File: src/rtl/sram_req_bridge.sv
// Byte-addressed valid/ready to single-cycle SRAM bridge with in-order, credit-limited responses.
// Define SRAM_REQ_BRIDGE_STATS_EN to enable the saturating read/write/error statistics counters.
module sram_req_bridge #(
   parameter int unsigned Width      = 32,
   parameter int unsigned Depth      = 1 << 15,
   parameter logic [31:0] BaseAddr   = 32'h8000_0000,
   parameter int unsigned RspDepth   = 4,
   localparam int unsigned WidthBytes = Width / 8,
   localparam int unsigned Aw         = $clog2(Depth)
) (
   input  logic                  clk_i,
   input  logic                  rst_ni,
   input  logic                  req_valid_i,
   output logic                  req_ready_o,
   input  logic                  req_we_i,
   input  logic [31:0]           req_addr_i,
   input  logic [Width-1:0]      req_wdata_i,
   input  logic [WidthBytes-1:0] req_be_i,
   output logic                  rsp_valid_o,
   input  logic                  rsp_ready_i,
   output logic [Width-1:0]      rsp_rdata_o,
   output logic                  rsp_err_o,
   output logic                  rsp_we_o,
   output logic                  sram_req_o,
   output logic                  sram_write_o,
   output logic [Aw-1:0]         sram_addr_o,
   output logic [Width-1:0]      sram_wdata_o,
   output logic [WidthBytes-1:0] sram_wmask_o,
   input  logic [Width-1:0]      sram_rdata_i,
   output logic [31:0]           stat_rd_o,
   output logic [31:0]           stat_wr_o,
   output logic [31:0]           stat_err_o
);

   localparam int unsigned Ob        = $clog2(WidthBytes);
   localparam int unsigned Pw        = $clog2(RspDepth);
   localparam int unsigned Cw        = $clog2(RspDepth + 1);
   localparam logic [32:0] Span      = 33'(Depth * WidthBytes);
   localparam logic [31:0] LowMask   = 32'(WidthBytes - 1);
   localparam logic [Cw-1:0] CreditMax = Cw'(RspDepth);

   logic [31:0]      w_off;
   logic             w_err;
   logic             w_accept;
   logic             w_push;
   logic             w_pop;
   logic [Cw-1:0]    w_occ;
   logic [Width-1:0] w_cap_rdata;

   logic             r_pend_valid;
   logic             r_pend_we;
   logic             r_pend_err;

   logic [Width-1:0] r_fifo_rdata [RspDepth];
   logic             r_fifo_err   [RspDepth];
   logic             r_fifo_we    [RspDepth];
   logic [Pw-1:0]    r_wptr;
   logic [Pw-1:0]    r_rptr;
   logic [Cw-1:0]    r_count;

   assign w_off = req_addr_i - BaseAddr;
   assign w_err = (req_addr_i < BaseAddr) | ({1'b0, w_off} >= Span) |
                  ((req_addr_i & LowMask) != '0);

   // Credits count the pending capture slot too, so the FIFO can never overflow.
   assign w_occ       = r_count + Cw'(r_pend_valid);
   assign req_ready_o = rst_ni & (w_occ < CreditMax);
   assign w_accept    = req_valid_i & req_ready_o;

   assign sram_req_o   = w_accept & ~w_err;
   assign sram_write_o = req_we_i;
   assign sram_addr_o  = w_off[Ob+Aw-1:Ob];
   assign sram_wdata_o = req_wdata_i;
   assign sram_wmask_o = req_be_i;

   always_ff @(posedge clk_i or negedge rst_ni) begin
      if (!rst_ni) begin
         r_pend_valid <= 1'b0;
         r_pend_we    <= 1'b0;
         r_pend_err   <= 1'b0;
      end else begin
         r_pend_valid <= w_accept;
         if (w_accept) begin
            r_pend_we  <= req_we_i;
            r_pend_err <= w_err;
         end
      end
   end

   assign w_push      = r_pend_valid;
   assign w_pop       = rsp_valid_o & rsp_ready_i;
   assign w_cap_rdata = (r_pend_we | r_pend_err) ? '0 : sram_rdata_i;

   always_ff @(posedge clk_i or negedge rst_ni) begin
      if (!rst_ni) begin
         for (int unsigned i = 0; i < RspDepth; i++) begin
            r_fifo_rdata[i] <= '0;
            r_fifo_err[i]   <= 1'b0;
            r_fifo_we[i]    <= 1'b0;
         end
         r_wptr  <= '0;
         r_rptr  <= '0;
         r_count <= '0;
      end else begin
         if (w_push) begin
            r_fifo_rdata[r_wptr] <= w_cap_rdata;
            r_fifo_err[r_wptr]   <= r_pend_err;
            r_fifo_we[r_wptr]    <= r_pend_we;
            r_wptr               <= r_wptr + Pw'(1);
         end
         if (w_pop) begin
            r_rptr <= r_rptr + Pw'(1);
         end
         r_count <= r_count + Cw'(w_push) - Cw'(w_pop);
      end
   end

   assign rsp_valid_o = (r_count != '0);
   assign rsp_rdata_o = r_fifo_rdata[r_rptr];
   assign rsp_err_o   = r_fifo_err[r_rptr];
   assign rsp_we_o    = r_fifo_we[r_rptr];

`ifdef SRAM_REQ_BRIDGE_STATS_EN
   logic [31:0] r_stat_rd;
   logic [31:0] r_stat_wr;
   logic [31:0] r_stat_err;

   always_ff @(posedge clk_i or negedge rst_ni) begin
      if (!rst_ni) begin
         r_stat_rd  <= '0;
         r_stat_wr  <= '0;
         r_stat_err <= '0;
      end else if (w_accept) begin
         if (w_err) begin
            if (r_stat_err != '1) r_stat_err <= r_stat_err + 32'd1;
         end else if (req_we_i) begin
            if (r_stat_wr != '1) r_stat_wr <= r_stat_wr + 32'd1;
         end else begin
            if (r_stat_rd != '1) r_stat_rd <= r_stat_rd + 32'd1;
         end
      end
   end

   assign stat_rd_o  = r_stat_rd;
   assign stat_wr_o  = r_stat_wr;
   assign stat_err_o = r_stat_err;
`else
   assign stat_rd_o  = '0;
   assign stat_wr_o  = '0;
   assign stat_err_o = '0;
`endif

endmodule

File: config.mk
export PLATFORM = sky130hd
export DESIGN_NAME = sram_req_bridge
export DESIGN_NICKNAME = d
export VERILOG_FILES = /design/src/rtl/sram_req_bridge.sv
export SDC_FILE = /design/constraint.sdc
export NUM_CORES = 1
export LEC_CHECK = 0
export CAP_MARGIN = 20
export CORE_MARGIN = 5
export CORE_UTILIZATION = 48
export DETAILED_ROUTE_END_ITERATION = 10
export GPL_ROUTABILITY_DRIVEN = 0
export PLACE_DENSITY_LB_ADDON = 0.12
export RECOVER_POWER = 25
export SLEW_MARGIN = 20
export SYNTH_ARGS = -nofsm -noshare
export SYNTH_HDL_FRONTEND = slang
export SYNTH_SLANG_ARGS = --single-unit
File: constraint.sdc
create_clock -name clk_i -period 2.6 [get_ports clk_i]
set_clock_uncertainty 0.1 [all_clocks]
set_input_delay 0.52 -clock clk_i [delete_from_list [all_inputs] [get_ports clk_i]]
set_output_delay 0.52 -clock clk_i [all_outputs]
set_load 0.02 [all_outputs]
* After elaboration in Yosys (flattened, before gate mapping) *
Cells that the tools add are included.

storage, ports and cells
  ROM bits = 0
  output and inout bits = 185
  memories = 0
  bits in writable memories = 0
  word-level logic and storage cells = 59
  input port bits = 105
  bits in latches = 0
  register bits after elaboration = 146

operators by class
  shifts and indexed selects = 0
  equality and inequality tests = 0
  order comparisons = 6
  divide/modulo/power cells = 0
  multipliers = 0
  bitwise gates (word level) = 10
  reduce and logical (&&, ||, !) cells = 3
  muxes and demuxes = 17
  add/sub/neg operators = 5

operators by type and width
  kind                                                                 count
  bitwise mux 128 bit                                                  1
  two-way mux 32 bit                                                   4
  binary-select mux 32 bit (select 2 bit)                              1
  demux 32 bit (select 2 bit)                                          1
  greater-or-equal comparator 32 x 18 -> 1 bit, second input constant  1
  less-than comparator 32 bit, second input constant                   1
  nonzero test 32 bit                                                  1
  subtractor 32 bit, second input constant                             1
  bitwise mux 4 bit                                                    2
  greater-or-equal comparator 3 bit, second input constant             2
  inverter 2 -> 3 bit                                                  2
  two-way mux 1 bit                                                    5
  adder 2 x 1 -> 2 bit, second input constant                          2
  bitwise AND 1 bit                                                    4
  binary-select mux 1 bit (select 2 bit)                               2
  adder 3 x 1 -> 3 bit                                                 1
  less-than comparator 3 x 1 -> 1 bit, second input constant           1
  less-than comparator 3 bit, second input constant                    1
  bitwise OR 1 bit                                                     3
  nonzero test 3 bit                                                   1
  subtractor 3 x 1 -> 3 bit                                            1
  demux 1 bit (select 2 bit)                                           1
  logical AND 1 bit                                                    1
  inverter 1 bit                                                       1

* Longest topological paths before layout *
  word-level depth = 6
  depth in mapped cells = 7
  mapped depth without buffers = 5

* Worst setup path before layout *
OpenSTA, ideal clock, no wires.

  path kind = register to output
  start = register r_pend_valid
  end = output port sram_req_o
  path slack = 96 ps
  stages on the path, launching flop included = 6
  data arrival time = 1884 ps
  cell sequence = dfrtp_1 ha_1 ha_1 xnor2_2 nand3_2 nor4b_1

between the ends
  longest elaborated chain between the ends = 5

RTL lines
  item                        line  text
  from (decl)                 50    logic r_pend_valid;
  from (signal assigned)      82    r_pend_valid <= w_accept;
  adder 3 x 1 -> 3 bit        66    assign w_occ = r_count + Cw'(r_pend_valid);
  less-than comparator 3 bit  67    assign req_ready_o = rst_ni & (w_occ < CreditMax);
  bitwise AND 1 bit           67
  bitwise AND 1 bit           68    assign w_accept = req_valid_i & req_ready_o;
  bitwise AND 1 bit           70    assign sram_req_o = w_accept & ~w_err;
  to (decl)                   24    output logic sram_req_o,

Every way passes these cells.

* Worst setup path after layout *
  start = register r_rptr[0]
  end = output port rsp_rdata_o[9]

between the ends
  longest elaborated chain between the ends = 4

RTL lines
  item                                                   line  text
  from (decl)                                            58    logic [Pw-1:0] r_rptr;
  from (signal assigned)                                 112   r_rptr <= r_rptr + Pw'(1);
  inverter 2 -> 3 bit (not written as such)              119   assign rsp_rdata_o = r_fifo_rdata[r_rptr];
  binary-select mux 32 bit (select 2 bit)                119
  two-way mux 32 bit (not written as such) (2 in a row)  119
  to (decl)                                              21    output logic [Width-1:0] rsp_rdata_o,

Every way passes these cells. The select of a mux whose other input is x is not followed.

==> results.yml <==
worst_setup_path:
  worstRegToRegCells: 5
  cpPeakStageDelay_ns: 0.54
  r2r-end: "r_fifo_rdata[90]"
  crit_chain: "buf_4 -> buf_4 -> buf_4 -> mux4_2 -> buf_4"
  critPathCaptureType: "output port"
  worst-setup-path-type: "reg -> out"
  cp_slowest_cell: "mux4_2"
  critPathBufInv: 4
  worst_path_most_repeated_cell: "buf_4"
  cp_max_fo: 4
  worstPathArrival_ns: 1.93
  r2r_slack_ns: 0.64
  cp-start-kind: "register"
  required_ns: 1.98
  crit_family: "buffers and inverters"
  r2r_start: "r_pend_valid"
timing:
  finalSetupViolCount: 0
  setup-tns-final_ns: 0
  hold_viol: 0
  fmax_mhz: 391
  period_needed_ns: 2.55
  slew_headroom_pct: -11.3
  period_share_pct: 98.3
  finalMaxSlewViolations: 32
  setup_slack_ns: 0.0451
  tightest_slew_ns: 1.67
  rsz0062_at_grt: "yes"
finish:
  final_common_cell: "nand2_1"
  final_core_util_pct: 56.3
  final_area_um2: 8560
  final_nets: 873
  area_delta_synth_final_pct: 14.7
  final_layout_size_suffix_gt1_share_pct: 18.4
  final_cell_mix: "nand2_1 (163), dfrtp_1 (144), o21ai_0 (121)"
  antennaDiodeCount: 0
placement:
  dpl.hpwl_um: 10800
  placed_area_um2: 7860
  dp_slack_ns: -0.361
  port_buffers: 91
detailed_routing:
  antenna_left: 0
  num_vias: 4816
  dr.pass1.iters: 4
  drt_iter0_drc: 219
  routed_wl_um: 16200
  viasPerCell: 5.02
  routedWlPerCell_um: 16.9
  drc_errors: 0
worst_hold_path:
  hold_path_class: "reg -> reg"
  hold_depth: 2
  holdPathEnd: "r_fifo_rdata[67]"
  min_from: "r_fifo_rdata[67]"
power_and_ir_drop:
  vdd_drop_max_uv: 661
  p_per_area_nw_per_um2: 1300
  p_leak_nw: 3.99
synthesis:
  synth.avg_cell_area_um2: 10.5
  synth.distinct_cells: 30
  synth_warnings: 0
  syn_inst: 708
  ys_seq_area_share_pct: 49.0
  ys_ff_latch: 146
  netlist_area_um2: 7460
floorplanning:
  start_util_pct: 49.1
  num_rows: 45
  die-area_um2: 18100
  num_io_pins: 290
  fp.dieW_um: 135
  die_h_um: 135
  fp.coreArea_um2: 15200
status:
  violations: "capacitance limit, slew limit"
  status: "complete, but fails checks"
flow_run:
  maxCapViolCount: 1
grt:
  grt_use_total_pct: 18.1
  grt_pass1_wl_um: 25700
  antenna_found_initial: 0
  grt_max_degree: 81
  grt_pass1_vias: 5049
  grt_overflow: 0
cts:
  clockBufferDepth: 2
  htreeDepth: 4
  cts_sinks: 146
  ctsRootBufferMaster: "clkbuf_16"
  cts_tree: "yes"
  cts_buffers: 17
  cts.clk_slew.worst_paths_ns: 0.05
  worstSkewPairLatency_ns: 0.42
## worst register-to-register path, cell delays in order, from the launching register on
cell and delay, ns:
dfrtp_1 0.35, clkbuf_1 0.33, nand2_2 0.50, buf_4 0.39, nand2_1 0.09, o21ai_0 0.08
## synth_stat cells
| cell type | instances | area, um2 |
|---|---|---|
| buf_4 | 151 | 1130 |
| clkbuf_2 | 2 | 10.0 |
| o31a_1 | 2 | 17.5 |
| dfrtp_1 | 146 | 3650 |
| or3_1 | 1 | 6.26 |
| mux4_1 | 6 | 158 |
| xor2_1 | 2 | 17.5 |
| xnor2_2 | 1 | 16.3 |
| inv_1 | 7 | 26.3 |
| nor2_2 | 1 | 6.26 |
| mux4_2 | 28 | 631 |
| o21ai_1 | 8 | 40.0 |
| clkbuf_1 | 8 | 30.0 |
| conb_1 | 1 | 3.75 |
| xnor2_1 | 2 | 17.5 |
| mux2_2 | 9 | 101 |
| nand3_1 | 1 | 5.00 |
| nor4b_1 | 1 | 8.76 |
| nand2_1 | 167 | 627 |
| a31o_2 | 1 | 8.76 |
| buf_2 | 22 | 110 |
| o21ai_0 | 121 | 606 |
| nand3b_1 | 1 | 7.51 |
| nand3_2 | 1 | 10.0 |
| nor3_1 | 1 | 5.00 |
| ha_1 | 8 | 100 |
| and2_1 | 1 | 6.26 |
| buf_6 | 2 | 22.5 |
| nor4_1 | 3 | 18.8 |
| buf_12 | 3 | 60.1 |
## layer usage
layer  wire length, um  share of wire, %  GRT usage [%]
met1              7080                44           23.6
met2              7910                49           29.2
met3               988               6.1           5.63
met4               232               1.4           5.60
met5                 0                 0              0
## flip-flops by register name (all words and copies together) (netlist names)
| signal | cells |
|---|---|
| r_count | 3 |
| r_fifo_err | 4 |
| r_fifo_rdata | 128 |
| r_fifo_we | 4 |
| r_pend_err | 1 |
| r_pend_valid | 1 |
| r_pend_we | 1 |
| r_rptr | 2 |
| r_wptr | 2 |
## cell families after synthesis
kind of cell / Yosys count / share of synthesized area [%]
buf+inv: 195 / 18.7
simple gates: 178 / 9.39
flops: 146 / 49.0
compound gates: 132 / 9.00
mux: 43 / 11.9
fa+ha+maj: 8 / 1.34
xor+xnor: 5 / 0.687
other cells: 1 / 0.0502
## final cells by class
| cell class | count | area (um2) |
|---|---|---|
| clock inverters | 9 | 153 |
| fillers | 1366 | 6640 |
| inverters | 7 | 26.3 |
| well taps | 188 | 235 |
| repair buffers | 126 | 1200 |
| clock buffers | 22 | 484 |
| multi-input cells | 462 | 2810 |
| flip-flops and latches | 146 | 3660 |
## repair_timing
action | in CTS | in global routing
pin swaps | 0 | 3
setup endpoints to repair | 36 | 17
gates resized for setup | 103 | 27
cloned | 1 | 1
buffers inserted | 11 | 1
hold endpoints to repair | 0 | 0
hold buffers | 0 | 0
## stage by stage
stage                     cells  hold WS (ns)  power (mW)
after CTS                   958        0.0605        11.0
after floorplan             803         0.124        7.00
after global placement      915         0.354        8.45
final                       960         0.376        11.1
after global routing        960         0.396        11.8
after detailed placement    915         0.364        8.63
## where the power goes
group	total (mW)	switching [mW]	internal, mW
registers	3.98	0.625	3.36
logic	4.50	2.30	2.20
clock network	2.61	0.912	1.70
total	11.1	3.84	7.26
## how the worst max path moves through the flow
stage	start	endpoint	cells past startpoint
after floorplan	r_pend_valid	sram_req_o	5
after global placement	req_addr_i[22]	sram_req_o	5
after detailed placement	req_addr_i[22]	sram_req_o	5
after CTS	r_pend_valid	sram_req_o	6
after global routing	r_rptr[0]	rsp_rdata_o[9]	5
final	r_rptr[0]	rsp_rdata_o[9]	5
Power figures use the tool's default switching activity.
